<file path="src/rtl/keyboard_ctrl_pkg.sv">
// Shared definitions for the PS/2 keyboard controller: frame states,
// status-word bit positions and the odd-parity check.
package keyboard_ctrl_pkg;

   typedef enum logic [1:0] {
      IDLE   = 2'd0,
      DATA   = 2'd1,
      PARITY = 2'd2,
      STOP   = 2'd3
   } frame_state_t;

   localparam int VALID_BIT   = 15;
   localparam int OVF_BIT     = 14;
   localparam int PAR_BIT     = 13;
   localparam int FRM_BIT     = 12;
   localparam int DEF_TIMEOUT = 50000;

   function automatic logic odd_parity_ok(input logic [7:0] code, input logic par);
      return ^{code, par};
   endfunction

endpackage

</file>
<file path="src/rtl/kbd_fifo.sv">
// Synchronous scancode FIFO; a push into a full FIFO is only accepted
// when a pop frees a slot in the same cycle.
module kbd_fifo
   import keyboard_ctrl_pkg::*;
#(
   parameter int DEPTH = 8,
   parameter int WIDTH = 8
) (
   input  logic             clk,
   input  logic             rst,
   input  logic             push,
   input  logic [WIDTH-1:0] din,
   input  logic             pop,
   output logic             full,
   output logic             empty,
   output logic [WIDTH-1:0] head
);

   localparam int AW = $clog2(DEPTH);

   logic [WIDTH-1:0] mem [DEPTH];
   logic [AW-1:0]    wr_ptr;
   logic [AW-1:0]    rd_ptr;
   logic [AW:0]      count;
   logic             do_push;
   logic             do_pop;

   assign full    = (count == (AW+1)'(DEPTH));
   assign empty   = (count == '0);
   assign do_pop  = pop && !empty;
   assign do_push = push && (!full || do_pop);
   assign head    = mem[rd_ptr];

   // Storage array, written on accepted pushes.
   always_ff @(posedge clk) begin
      if (do_push) begin
         mem[wr_ptr] <= din;
      end
   end

   // Pointer and occupancy bookkeeping; pointers wrap naturally.
   always_ff @(posedge clk) begin
      if (!rst) begin
         wr_ptr <= '0;
         rd_ptr <= '0;
         count  <= '0;
      end else begin
         if (do_push) begin
            wr_ptr <= wr_ptr + AW'(1);
         end
         if (do_pop) begin
            rd_ptr <= rd_ptr + AW'(1);
         end
         case ({do_push, do_pop})
            2'b10:   count <= count + (AW+1)'(1);
            2'b01:   count <= count - (AW+1)'(1);
            default: count <= count;
         endcase
      end
   end

endmodule

</file>
<file path="src/rtl/keyboard_ctrl.sv">
// PS/2 keyboard receiver: conditions the raw lines, decodes frames into a
// scancode FIFO, keeps sticky error flags and raises a vectored interrupt.
module keyboard_ctrl
   import keyboard_ctrl_pkg::*;
#(
   parameter int FIFO_DEPTH = 8,
   parameter int FILTER_LEN = 4,
   parameter int TIMEOUT    = DEF_TIMEOUT
) (
   input  logic        clk,
   input  logic        rst,
   input  logic        ps2Clk,
   input  logic        ps2Data,
   input  logic        en,
   input  logic [31:0] vecAddr,
   output logic        intReq,
   output logic [31:0] intAddr,
   input  logic        intAck,
   input  logic        pop,
   input  logic        errClr,
   output logic [15:0] rdData
);

   localparam int FW = $clog2(FILTER_LEN + 1);
   localparam int TW = $clog2(TIMEOUT + 1);

   logic [1:0]    clk_sync;
   logic [1:0]    data_sync;
   logic          clk_filt;
   logic [FW-1:0] filt_cnt;
   logic          strobe;
   logic          sample;

   frame_state_t  state;
   logic [2:0]    bit_cnt;
   logic [7:0]    shreg;
   logic          par_bit;
   logic [TW-1:0] tcnt;
   logic          push_req;
   logic [7:0]    push_code;
   logic          par_set;
   logic          frm_set;

   logic          fifo_full;
   logic          fifo_empty;
   logic [7:0]    fifo_head;
   logic          ovf_set;
   logic          ovf_err;
   logic          par_err;
   logic          frm_err;
   logic          int_block;

   // Synchronise both lines, debounce the clock and strobe on its falling edge.
   always_ff @(posedge clk) begin
      if (!rst) begin
         clk_sync  <= 2'b11;
         data_sync <= 2'b11;
         clk_filt  <= 1'b1;
         filt_cnt  <= '0;
         strobe    <= 1'b0;
         sample    <= 1'b1;
      end else begin
         clk_sync  <= {clk_sync[0], ps2Clk};
         data_sync <= {data_sync[0], ps2Data};
         strobe    <= 1'b0;
         if (clk_sync[1] == clk_filt) begin
            filt_cnt <= '0;
         end else if (filt_cnt == FW'(FILTER_LEN - 1)) begin
            clk_filt <= clk_sync[1];
            filt_cnt <= '0;
            strobe   <= clk_filt;
            sample   <= data_sync[1];
         end else begin
            filt_cnt <= filt_cnt + FW'(1);
         end
      end
   end

   // Frame decoder with inactivity timeout; completed bytes push one cycle later.
   always_ff @(posedge clk) begin
      if (!rst) begin
         state     <= IDLE;
         bit_cnt   <= 3'd0;
         shreg     <= 8'h00;
         par_bit   <= 1'b0;
         tcnt      <= '0;
         push_req  <= 1'b0;
         push_code <= 8'h00;
         par_set   <= 1'b0;
         frm_set   <= 1'b0;
      end else begin
         push_req <= 1'b0;
         par_set  <= 1'b0;
         frm_set  <= 1'b0;
         if (strobe || state == IDLE) begin
            tcnt <= '0;
         end else begin
            tcnt <= tcnt + TW'(1);
         end
         if (!strobe && state != IDLE && tcnt == TW'(TIMEOUT - 1)) begin
            state   <= IDLE;
            frm_set <= 1'b1;
         end else if (strobe) begin
            case (state)
               IDLE: begin
                  if (!sample) begin
                     state   <= DATA;
                     bit_cnt <= 3'd0;
                  end
               end
               DATA: begin
                  shreg   <= {sample, shreg[7:1]};
                  bit_cnt <= bit_cnt + 3'd1;
                  if (bit_cnt == 3'd7) begin
                     state <= PARITY;
                  end
               end
               PARITY: begin
                  par_bit <= sample;
                  state   <= STOP;
               end
               STOP: begin
                  state <= IDLE;
                  if (!sample) begin
                     frm_set <= 1'b1;
                  end
                  if (!odd_parity_ok(shreg, par_bit)) begin
                     par_set <= 1'b1;
                  end
                  if (sample && odd_parity_ok(shreg, par_bit)) begin
                     push_req  <= 1'b1;
                     push_code <= shreg;
                  end
               end
               default: state <= IDLE;
            endcase
         end
      end
   end

   kbd_fifo #(
      .DEPTH (FIFO_DEPTH),
      .WIDTH (8)
   ) u_fifo (
      .clk   (clk),
      .rst   (rst),
      .push  (push_req),
      .din   (push_code),
      .pop   (pop),
      .full  (fifo_full),
      .empty (fifo_empty),
      .head  (fifo_head)
   );

   assign ovf_set = push_req && fifo_full && !pop;

   // Sticky error flags; a new error in the clearing cycle keeps its flag set.
   always_ff @(posedge clk) begin
      if (!rst) begin
         ovf_err <= 1'b0;
         par_err <= 1'b0;
         frm_err <= 1'b0;
      end else begin
         ovf_err <= ovf_set | (ovf_err & ~errClr);
         par_err <= par_set | (par_err & ~errClr);
         frm_err <= frm_set | (frm_err & ~errClr);
      end
   end

   // Level interrupt; int_block suppresses re-assertion for one cycle after an ack.
   always_ff @(posedge clk) begin
      if (!rst) begin
         intReq    <= 1'b0;
         intAddr   <= 32'h0000_0000;
         int_block <= 1'b0;
      end else if (intReq) begin
         if (intAck) begin
            intReq    <= 1'b0;
            int_block <= 1'b1;
         end
      end else begin
         int_block <= 1'b0;
         if (!int_block && en && !fifo_empty && !intAck) begin
            intReq  <= 1'b1;
            intAddr <= vecAddr;
         end
      end
   end

   // Status/data word seen by the CPU.
   always_comb begin
      rdData            = 16'h0000;
      rdData[VALID_BIT] = !fifo_empty;
      rdData[OVF_BIT]   = ovf_err;
      rdData[PAR_BIT]   = par_err;
      rdData[FRM_BIT]   = frm_err;
      if (fifo_empty) begin
         rdData[7:0] = 8'h00;
      end else begin
         rdData[7:0] = fifo_head;
      end
   end

endmodule

</file>
<file path="config.mk">
export PLATFORM = sky130hd
export DESIGN_NAME = keyboard_ctrl
export DESIGN_NICKNAME = d
export VERILOG_FILES = /design/src/rtl/keyboard_ctrl_pkg.sv /design/src/rtl/kbd_fifo.sv /design/src/rtl/keyboard_ctrl.sv
export SDC_FILE = /design/constraint.sdc
export NUM_CORES = 1
export LEC_CHECK = 0
export CAP_MARGIN = 10
export CORE_MARGIN = 2
export CORE_UTILIZATION = 61
export CTS_BUF_LIST = sky130_fd_sc_hd__clkbuf_8
export DETAILED_ROUTE_END_ITERATION = 12
export PLACE_DENSITY = 0.87
export SETUP_SLACK_MARGIN = 0.05
export SYNTH_ARGS = -nofsm -noshare
export SYNTH_HDL_FRONTEND = slang
export SYNTH_SLANG_ARGS = --single-unit
</file>
<file path="constraint.sdc">
create_clock -name clk -period 7.5 [get_ports clk]
set_clock_uncertainty 0.1 [all_clocks]
set_input_delay 1.125 -clock clk [delete_from_list [all_inputs] [get_ports clk]]
set_output_delay 1.125 -clock clk [all_outputs]
set_load 0.01 [all_outputs]
</file>
=== After elaboration in Yosys (flattened, before gate mapping) ===
Memories as Yosys holds them, arrays and structs flattened. A register that Yosys moved wholly into a read port is not among the register bits.
Index checks and enable logic that the tools add are counted.

* Register bits: 98
* Memory bits (writable): 64
* Input port bits: 40
* Output and inout bits: 49
* Word-level logic and storage cells: 115
* Memories kept: 1

* Add/sub/neg operators: 7
* Eq/ne operators: 12
* Multiplexer cells: 20
* Bitwise operators: 14
* Reductions and logical operators: 37

{| class="wikitable"
|+ Memories
! name !! depth !! bits a word !! read ports !! clocked after memory_dff !! write ports !! line !! RTL
|-
| u_fifo.mem || 8 || 8 || 1 || 1 || 1 || kbd_fifo.sv:21 || <nowiki>logic [WIDTH-1:0] mem [DEPTH];</nowiki>
|}

{| class="wikitable"
|+ Operators with widths
! kind !! number
|-
| $add 16x1->16 const B || 1
|-
| $eq 16x16->1 const B || 1
|-
| $add 3x1->3 const B || 4
|-
| $mux 1 || 11
|-
| $logic_and 1x1->1 || 10
|-
| $mux 3 || 3
|-
| $reduce_and 3->1 || 3
|-
| $reduce_xor 9->1 || 1
|-
| $mux 8 || 1
|-
| $not 1->1 || 8
|-
| $pmux 2 s4 || 1
|-
| $pmux 4 s2 || 1
|-
| $reduce_and 4->1 || 2
|-
| $eq 2x2->1 const B || 3
|-
| $logic_not 1->1 || 6
|-
| $pmux 3 s2 || 1
|-
| $reduce_and 2->1 || 3
|-
| $reduce_bool 2->1 || 3
|-
| $reduce_or 3->1 || 2
|-
| $add 4x1->4 const B || 1
|-
| $eq 2x1->1 const B || 2
|-
| $eq 4x4->1 const B || 1
|-
| $logic_not 4->1 || 1
|-
| $mux 2 || 2
|-
| 11 further kinds || 18
|}

=== Depth between registers and ports, before layout ===
Gate-level depths: netlist of the first run.

* Word-level depth: 7
* Mapped depth: 12
* Depth with buffers taken out: 11

=== Hierarchy ===
From an unflattened synthesis of the first run, not the netlist that was laid out.

* Cell total of the unflattened synthesis: 587
* Area total of the unflattened synthesis: 6847.8 µm²

{| class="wikitable"
|+ By module, submodules not included
! module !! instances !! cells an instance !! area each (µm²) !! seq. area each (µm²)
|-
| keyboard_ctrl || 1 || 411 || 3643.5 || 1761.7
|-
| kbd_fifo || 1 || 176 || 3204.3 || 2182.1
|}

=== Worst setup path before layout of the first run ===
No wires, ideal clock.

* Path type: flip-flop to output port
* Start: register with a tool-made name
* End: output rdData[5]
* Data arrival time: 1.645 ns
* Data required time: 6.275 ns
* Setup slack: 4.630 ns
* Cell stages (with the launch flop): 6
* Buffers on the path: 2
* Cells stage by stage: dfxtp_1 -> clkbuf_1 -> buf_4 -> mux4_2 -> mux2i_1 -> nor2_1

{| class="wikitable"
|+ RTL lines
! element !! line !! RTL
|-
| end: declaration || keyboard_ctrl.sv:21 || <nowiki>output logic [15:0] rdData</nowiki>
|}

==> results of run 1 <==
-- power breakdown --
part | internal [W] | leakage [nW] | switching [W]
Clock | 0.000297 | 0.185 | 0.000317
Sequential | 0.000926 | 1.54 | 0.00000209
Combinational | 0.0000234 | 1.02 | 0.0000126
-- metrics by stage --
stage	util [%]	cells	hold WS [ps]
2_1_floorplan	-	592	286
3_3_place_gp	70.0	782	291
3_5_place_dp	70.0	782	304
4_1_cts	73.6	814	328
5_1_grt	73.6	814	341
6_report	73.6	814	322
-- final timing paths --
path	end
worst max register to register	u_fifo.count[2]$_SDFFE_PN0P_
worst max-delay path	rdData[5]
worst min-delay path	clk_sync[1]$_SDFF_PN1_
worst min register to register	clk_sync[1]$_SDFF_PN1_
-- worst max-delay path, stage by stage (launching register included) --
cell	delay (ps)
dfxtp_1	990
mux4_2	610
mux2i_1	170
nor2_1	50
clkdlybuf4s50_1	470
-- layer usage --
| layer | part of all wire [%] | GRT usage (%) | vias up |
|---|---|---|---|
| met5 | 0 | 0 | - |
| met4 | 2.0 | 8.24 | 0 |
| met3 | 6.1 | 7.05 | 21 |
| met2 | 53 | 40.5 | 135 |
| met1 | 39 | 26.8 | 2100 |
| li1 | - | - | 2191 |
-- final cells by class --
type	count	area, um2
Sequential cell	165	3940
Multi-Input combinational cell	379	2540
Inverter	13	48.8
Tap cell	140	175
Clock inverter	15	150
Clock buffer	17	234
Timing Repair Buffer	85	843
Fill cell	731	2850
-- state kept, by name, summed over array words and instances (netlist names), 2 cells and up, named ones only --
signal         count
u_fifo.mem        64
intAddr           32
tcnt              16
push_code          8
shreg              8
u_fifo.count       4
bit_cnt            3
filt_cnt           3
u_fifo.rd_ptr      3
u_fifo.wr_ptr      3
clk_sync           2
data_sync          2
state              2
-- cell usage in the layout, fill, tap and decap left out, types with 12 or more instances in the layout --
master / n
dfxtp_1: 101
nor2_1: 44
clkbuf_8: 17
a21boi_1: 46
mux4_2: 16
clkdlybuf4s50_1: 83
nand2_1: 108
nand3_1: 22
ha_1: 12
edfxtp_1: 64
xnor2_1: 14
mux2i_1: 18
-- cell families (layout without fill, tap and decap cells) --
family | after synthesis | in the layout
muxes | 34 | 34
AOI/OAI and AO/OA | 81 | 81
buffers and inverters | 48 | 130
DFF | 165 | 165
other | 1 | 4
xor gates and xnor gates | 25 | 25
and+or+nand+nor | 223 | 223
adders and majority gates | 12 | 12
==> flow_metrics.py, run 1 <==
metrics = {
    "outcome": {
        "status": "finished, final reports clean",
    },
    "sta": {
        "fmax_mhz": 252,
        "tightest_slew_ps": 1130,
        "tns_ps": 0,
        "slew_viol_final": 0,
        "period_needed_ps": 3970,
        "post-route-period-util_pct": 52.9,
        "finalHoldViolCount": 0,
        "rsz0062_at_grt": "no",
        "setup_viol": 0,
        "setup_ws_ps": 3530,
        "relSlewSlack_pct": 24.1,
    },
    "power": {
        "power.leakage_nw": 2.75,
        "powerDensity_nw_per_um2": 199,
        "total_power_w": 0.00158,
        "ir_drop_v": 0.000121,
    },
    "hold_path": {
        "hold_class": "flip-flop to flip-flop",
        "hold_depth": 1,
        "worstHoldStart": "clk_sync[0]$_SDFF_PN1_",
    },
    "detailed_routing": {
        "wl_per_cell_um": 15.6,
        "routed_wl_mm": 12.7,
        "drtIter0Drc": 213,
        "vias_per_cell": 5.46,
        "first_pass_iters": 5,
        "ant_nets": 0,
        "drc": 0,
        "vias": 4447,
    },
    "floorplanning": {
        "die_area_um2": 11800,
        "die_width_um": 109,
        "rows": 38,
        "initial_utilization_pct": 62.1,
        "coreArea_um2": 10800,
        "dieHeight_um": 109,
        "io_pins": 89,
    },
    "clock_network": {
        "cts_resized": 0,
        "hold_buffers": 0,
        "cts_tree": "yes",
        "clkTransAtPathRegs_ps": 90,
        "cts-buffers-inserted": 17,
        "clock_latency_ps": 440,
        "root_buffer": "clkbuf_8",
        "cts_max_level": 4,
        "cts_buffer_depth": 2,
        "cts_setup_buffers": 0,
        "cts_sinks": 165,
    },
    "logic_synthesis": {
        "synth_cells": 589,
        "yosys.area_share.simple_pct": 15.3,
        "synth_xor_area_share_pct": 3.58,
        "yosysMostFrequentCell": "nand2_1",
        "synth_common_cells": "nand2_1, dfxtp_1, edfxtp_1",
        "synth_top_family_by_area": "simple AND/OR/NAND/NOR gates",
        "synth_edf_count": 64,
        "synth_top_cell_by_area": "dfxtp_1",
        "ys_seq_area_share_pct": 58.8,
        "synth_area_per_cell_um2": 11.4,
        "ys.flop_type": "dfxtp_1",
        "synth_warnings": 0,
        "synthTopCellsByArea": "dfxtp_1, edfxtp_1, nand2_1",
        "syn_area_um2": 6700,
        "synth_compound_area_share_pct": 8.55,
        "synth_adder_area_share_pct": 2.24,
        "synth_mux_area_share_pct": 8.06,
        "synth_top_area_share_pct": 30.2,
        "synthArstFlopShare_pct": 0,
        "ys_types": 53,
        "yosys_register_bits": 165,
    },
    "setup_path": {
        "r2r-start": "u_fifo.count[0]$_SDFFE_PN0P_",
        "r2r_setup_slack_ps": 4730,
        "endpoint_kind": "output port",
        "start_kind": "flip-flop",
        "path_max_fanout": 16,
        "reg2reg_depth": 11,
        "cp.required_ps": 6270,
        "cp.arrival_ps": 2740,
        "critPathKind": "flip-flop to output port",
    },
    "placed_design": {
        "post-dp-hpwl_mm": 8.99,
        "io_buffers": 84,
        "pre_cts_slack_ps": 3770,
        "place_congestion": 0.845,
        "placed_area_um2": 7560,
    },
    "layout": {
        "syn2layout_area_growth_pct": 18.4,
        "antenna_cells": 0,
        "fin_area_um2": 7940,
        "layout.nets": 713,
        "drive_gt1_share_pct": 8.16,
    },
    "grt": {
        "grt_usage_pct": 23.1,
        "grt_max_degree": 88,
        "grt_pass1_wl_mm": 20.8,
        "gr-total-overflow": 0,
        "antenna_found_initial": 0,
        "grt_pass1_vias": 4319,
    },
    "run": {
        "maxCapViolCount": 0,
    },
}
(Power assumes the default switching activity.)
==> run 2: changes to the inputs <==
Settings changed: CORE_UTILIZATION 61 to 51, PLACE_DENSITY 0.87 to 0.78.
Clock period 7.5 ns to 3.2 ns, I/O delays scaled along.
==> flow_metrics.py, run 2 (synthesized netlist as in run 1, its figures left out) <==
metrics = {
    "placed_design": {
        "post-dp-hpwl_mm": 9.26,
        "placed_area_um2": 7700,
        "io_buffers": 84,
        "place_inst": 828,
        "place_congestion": 0.825,
    },
    "sta": {
        "setup_viol": 0,
        "slew_viol_final": 0,
        "relSlewSlack_pct": 60.1,
        "tns_ps": 0,
        "period_needed_ps": 2930,
        "finalHoldViolCount": 0,
        "fmax_mhz": 341,
        "post-route-period-util_pct": 91.6,
        "rsz0062_at_grt": "no",
        "tightest_slew_ps": 599,
    },
    "power": {
        "powerDensity_nw_per_um2": 471,
        "ir_drop_v": 0.000255,
        "power.leakage_nw": 2.83,
    },
    "layout": {
        "multi_input_area_um2": 2540,
        "fillers": 1004,
        "final_util_pct": 63.8,
        "stdcell_count": 860,
        "largestRegisters": "u_fifo.mem (64), intAddr (32), tcnt (16)",
        "final_cell_mix": "nand2_1, dfxtp_1, clkdlybuf4s50_1",
        "mostFrequentLayoutCell": "nand2_1",
        "layout.nets": 727,
        "largest_register_ffs": 64,
        "syn2layout_area_growth_pct": 21.2,
        "drive_gt1_share_pct": 10.2,
        "regArea_um2": 3940,
        "regMostFlops": "u_fifo.mem",
        "fin_area_um2": 8120,
        "antenna_cells": 0,
    },
    "setup_path": {
        "start_kind": "flip-flop",
        "r2r_end": "u_fifo.count[2]$_SDFFE_PN0P_",
        "cp.required_ps": 2620,
        "critPathKind": "flip-flop to output port",
        "endpoint_kind": "output port",
        "r2r-start": "u_fifo.count[0]$_SDFFE_PN0P_",
        "reg2reg_depth": 11,
        "path_max_fanout": 16,
        "cp.arrival_ps": 2350,
        "r2r_setup_slack_ps": 440,
    },
    "run": {
        "maxCapViolCount": 0,
    },
    "floorplanning": {
        "io_pins": 89,
        "initial_utilization_pct": 52.7,
        "dieHeight_um": 119,
        "die_width_um": 119,
        "die_area_um2": 14100,
        "coreArea_um2": 12700,
        "rows": 41,
    },
    "detailed_routing": {
        "drtIter0Drc": 320,
        "ant_nets": 0,
        "vias": 4522,
        "first_pass_iters": 4,
        "drc": 0,
        "routed_wl_mm": 13.3,
        "wl_per_cell_um": 15.5,
        "vias_per_cell": 5.26,
    },
    "clock_network": {
        "cts_resized": 0,
        "clkTransAtPathRegs_ps": 90,
        "clock_latency_ps": 450,
        "cts-buffers-inserted": 17,
        "root_buffer": "clkbuf_8",
        "cts_setup_buffers": 0,
        "cts_max_level": 4,
        "cts_sinks": 165,
        "hold_buffers": 0,
        "cts_tree": "yes",
        "cts_buffer_depth": 2,
    },
    "grt": {
        "gr-total-overflow": 0,
        "antenna_found_initial": 0,
        "grt_pass1_wl_mm": 22.4,
        "grt_usage_pct": 20.0,
        "grt_pass1_vias": 4533,
        "grt_max_degree": 39,
    },
    "hold_path": {
        "hold_depth": 1,
        "hold_class": "flip-flop to flip-flop",
        "min_to": "data_sync[1]$_SDFF_PN1_",
        "worstHoldStart": "data_sync[0]$_SDFF_PN1_",
    },
    "outcome": {
        "status": "finished, final reports clean",
    },
}
-- run 2: stage by stage --
step / hold WS, ps / total power [W] / setup WS (ps)
after floorplan: 286 / 0.00226 / 703
after global placement: 290 / 0.00231 / 568
after detailed placement: 292 / 0.00231 / 481
after CTS: 311 / 0.00385 / 222
after global routing: 326 / 0.00396 / 158
final: 310 / 0.00383 / 268
-- run 2: area by class of cell --
cell class	count	share of cell area, %
flip-flops and latches	165	48.6
clock inverters	15	2.31
well taps	172	2.65
repair buffers	99	11.7
inverters	13	0.601
clock buffers	17	2.88
multi-input cells	379	31.3
-- run 2: worst max path at each step --
stage,end,slack (ps),cells after the start
global route,rdData[3],160,5
CTS,rdData[7],220,5
finish,rdData[7],270,5
floorplan,u_fifo.count[2]$_SDFFE_PN0P_,700,12
global placement,u_fifo.count[2]$_SDFFE_PN0P_,570,11
detailed placement,u_fifo.count[2]$_SDFFE_PN0P_,480,11
-- run 2: layer usage --
| metal | up-vias | global-route usage [%] | wire length (um) | part of all wire, % |
|---|---|---|---|---|
| met5 | - | 0 | 0 | 0 |
| met4 | 0 | 6.77 | 155 | 1.2 |
| met3 | 19 | 6.18 | 759 | 5.7 |
| met2 | 103 | 33.4 | 6730 | 51 |
| met1 | 2193 | 24.7 | 5650 | 42 |
| li1 | 2207 | - | - | - |
-- run 2: where the power goes --
part            total, W  internal, W  switching, W
Combinational  0.0000872    0.0000561     0.0000311
Sequential       0.00217      0.00217    0.00000430
Clock            0.00156     0.000838      0.000727
Total            0.00383      0.00306      0.000762
-- run 2: critical path, cell delays in order (launching register included) --
cell and delay [ps]:
dfxtp_1 310, buf_4 300, mux4_2 570, mux2i_1 160, nor2_1 70, clkdlybuf4s50_1 490
==> run 3: changes to the inputs <==
Settings changed: ABC_CLOCK_PERIOD_IN_PS from default to 3200, CELL_PAD_IN_SITES_DETAIL_PLACEMENT from default to 1, CELL_PAD_IN_SITES_GLOBAL_PLACEMENT from default to 1, CORE_UTILIZATION 51 to 41, PLACE_DENSITY 0.78 to default, PLACE_DENSITY_LB_ADDON from default to 0.1.
==> flow_metrics.py, run 3 (synthesized netlist as in run 1, its figures left out) <==
metrics = {
    "outcome": {
        "status": "finished, final reports clean",
    },
    "layout": {
        "antenna_cells": 0,
        "regArea_um2": 3940,
        "multi_input_area_um2": 2540,
        "largestRegisters": "u_fifo.mem (64), intAddr (32), tcnt (16)",
        "mostFrequentLayoutCell": "nand2_1",
        "final_cell_mix": "nand2_1, dfxtp_1, clkdlybuf4s50_1",
        "layout.nets": 728,
        "largest_register_ffs": 64,
        "syn2layout_area_growth_pct": 21.4,
        "drive_gt1_share_pct": 10.2,
        "regMostFlops": "u_fifo.mem",
        "fillers": 1723,
        "stdcell_count": 905,
    },
    "clock_network": {
        "cts_sinks": 165,
        "cts_setup_buffers": 0,
        "cts_buffer_depth": 2,
        "hold_buffers": 0,
        "cts_tree": "yes",
        "clkTransAtPathRegs_ps": 100,
        "cts_max_level": 4,
        "root_buffer": "clkbuf_8",
        "cts-buffers-inserted": 17,
        "cts_resized": 0,
        "clock_latency_ps": 450,
    },
    "detailed_routing": {
        "wl_per_cell_um": 16.1,
        "vias": 4537,
        "drc": 0,
        "drtIter0Drc": 243,
        "first_pass_iters": 4,
        "vias_per_cell": 5.01,
        "ant_nets": 0,
        "routed_wl_mm": 14.5,
    },
    "power": {
        "comb_power_share_pct": 2.4,
        "p_clk_share_pct": 39.1,
        "switching_share_pct": 22.9,
        "ir_drop_v": 0.000276,
        "p_sw_w": 0.000853,
        "powerDensity_nw_per_um2": 457,
        "internal-power_w": 0.00286,
        "power.leakage_nw": 2.84,
        "seqPwrFrac_pct": 58.5,
    },
    "sta": {
        "period_needed_ps": 2930,
        "slew_viol_final": 0,
        "relSlewSlack_pct": 64.2,
        "rsz0062_at_grt": "no",
        "setup_viol": 0,
        "whs_ps": 322,
        "post-route-period-util_pct": 91.7,
        "finalHoldViolCount": 0,
        "tightest_slew_ps": 537,
        "tns_ps": 0,
        "fmax_mhz": 341,
    },
    "run": {
        "maxCapViolCount": 0,
    },
    "floorplanning": {
        "die_width_um": 132,
        "initial_utilization_pct": 42.0,
        "io_pins": 89,
        "coreArea_um2": 15900,
        "dieHeight_um": 132,
        "die_area_um2": 17400,
        "rows": 46,
    },
    "setup_path": {
        "start_kind": "flip-flop",
        "cp.arrival_ps": 2350,
        "critPathKind": "flip-flop to output port",
        "path_max_fanout": 16,
        "endpoint_kind": "output port",
        "cp.required_ps": 2620,
    },
    "grt": {
        "grt_usage_pct": 17.8,
        "gr-total-overflow": 0,
        "antenna_found_initial": 0,
        "grt_pass1_vias": 4883,
        "grt_pass1_wl_mm": 24.7,
        "grt_max_degree": 34,
    },
    "placed_design": {
        "post-dp-hpwl_mm": 10.3,
        "place_inst": 873,
        "io_buffers": 84,
        "place_congestion": 0.772,
    },
    "hold_path": {
        "hold_class": "flip-flop to flip-flop",
    },
}
run 3: worst paths after layout:
kind                                                    from                            to  slack (ps)  depth (start not counted)
worst max-delay path                               flip-flop                     rdData[6]         270                          5
worst min-delay path                  clk_sync[0]$_SDFF_PN1_        clk_sync[1]$_SDFF_PN1_         320                          1
worst max register to register  u_fifo.count[0]$_SDFFE_PN0P_  u_fifo.count[2]$_SDFFE_PN0P_         430                         11
worst min register to register        clk_sync[0]$_SDFF_PN1_        clk_sync[1]$_SDFF_PN1_         320                          1
run 3: metrics by stage:
stage	setup slack [ps]	cell area (um2)	power [W]	utilization [%]
floorplan	703	6720	0.00226	-
global placement	523	7760	0.00231	48.7
detailed placement	413	7760	0.00231	48.7
CTS	186	8140	0.00377	51.1
global route	113	8140	0.00387	51.1
finish	267	8140	0.00372	51.1
run 3: per-layer routing:
metal | track usage, % | part of all wire [%] | up-vias | wire [um]
li1 | - | - | 2214 | -
met1 | 21.4 | 45 | 2244 | 6590
met2 | 31.5 | 50 | 60 | 7320
met3 | 3.61 | 2.6 | 19 | 381
met4 | 6.82 | 1.7 | 0 | 243
met5 | 0 | 0 | - | 0
run 3: final cells by class:
| type | instances | area share [%] |
|---|---|---|
| Timing Repair Buffer | 100 | 11.7 |
| Multi-Input combinational cell | 379 | 31.3 |
| Clock buffer | 17 | 2.87 |
| Clock inverter | 15 | 1.75 |
| Tap cell | 216 | 3.32 |
| Inverter | 13 | 0.599 |
| Sequential cell | 165 | 48.4 |
run 3: worst max-delay path: stages, from the launching register on:
cell and delay, ps:
dfxtp_1 320, buf_4 310, mux4_2 560, mux2i_1 160, nor2_1 60, clkdlybuf4s50_1 480
run 3: power by group through the flow:
stage               Sequential, W  Combinational, W  Clock, W
finish                    0.00217         0.0000900   0.00145
global route              0.00218         0.0000981   0.00159
CTS                       0.00218         0.0000917   0.00150
detailed placement        0.00222         0.0000908         0
global placement          0.00222         0.0000887         0
floorplan                 0.00222         0.0000349         0
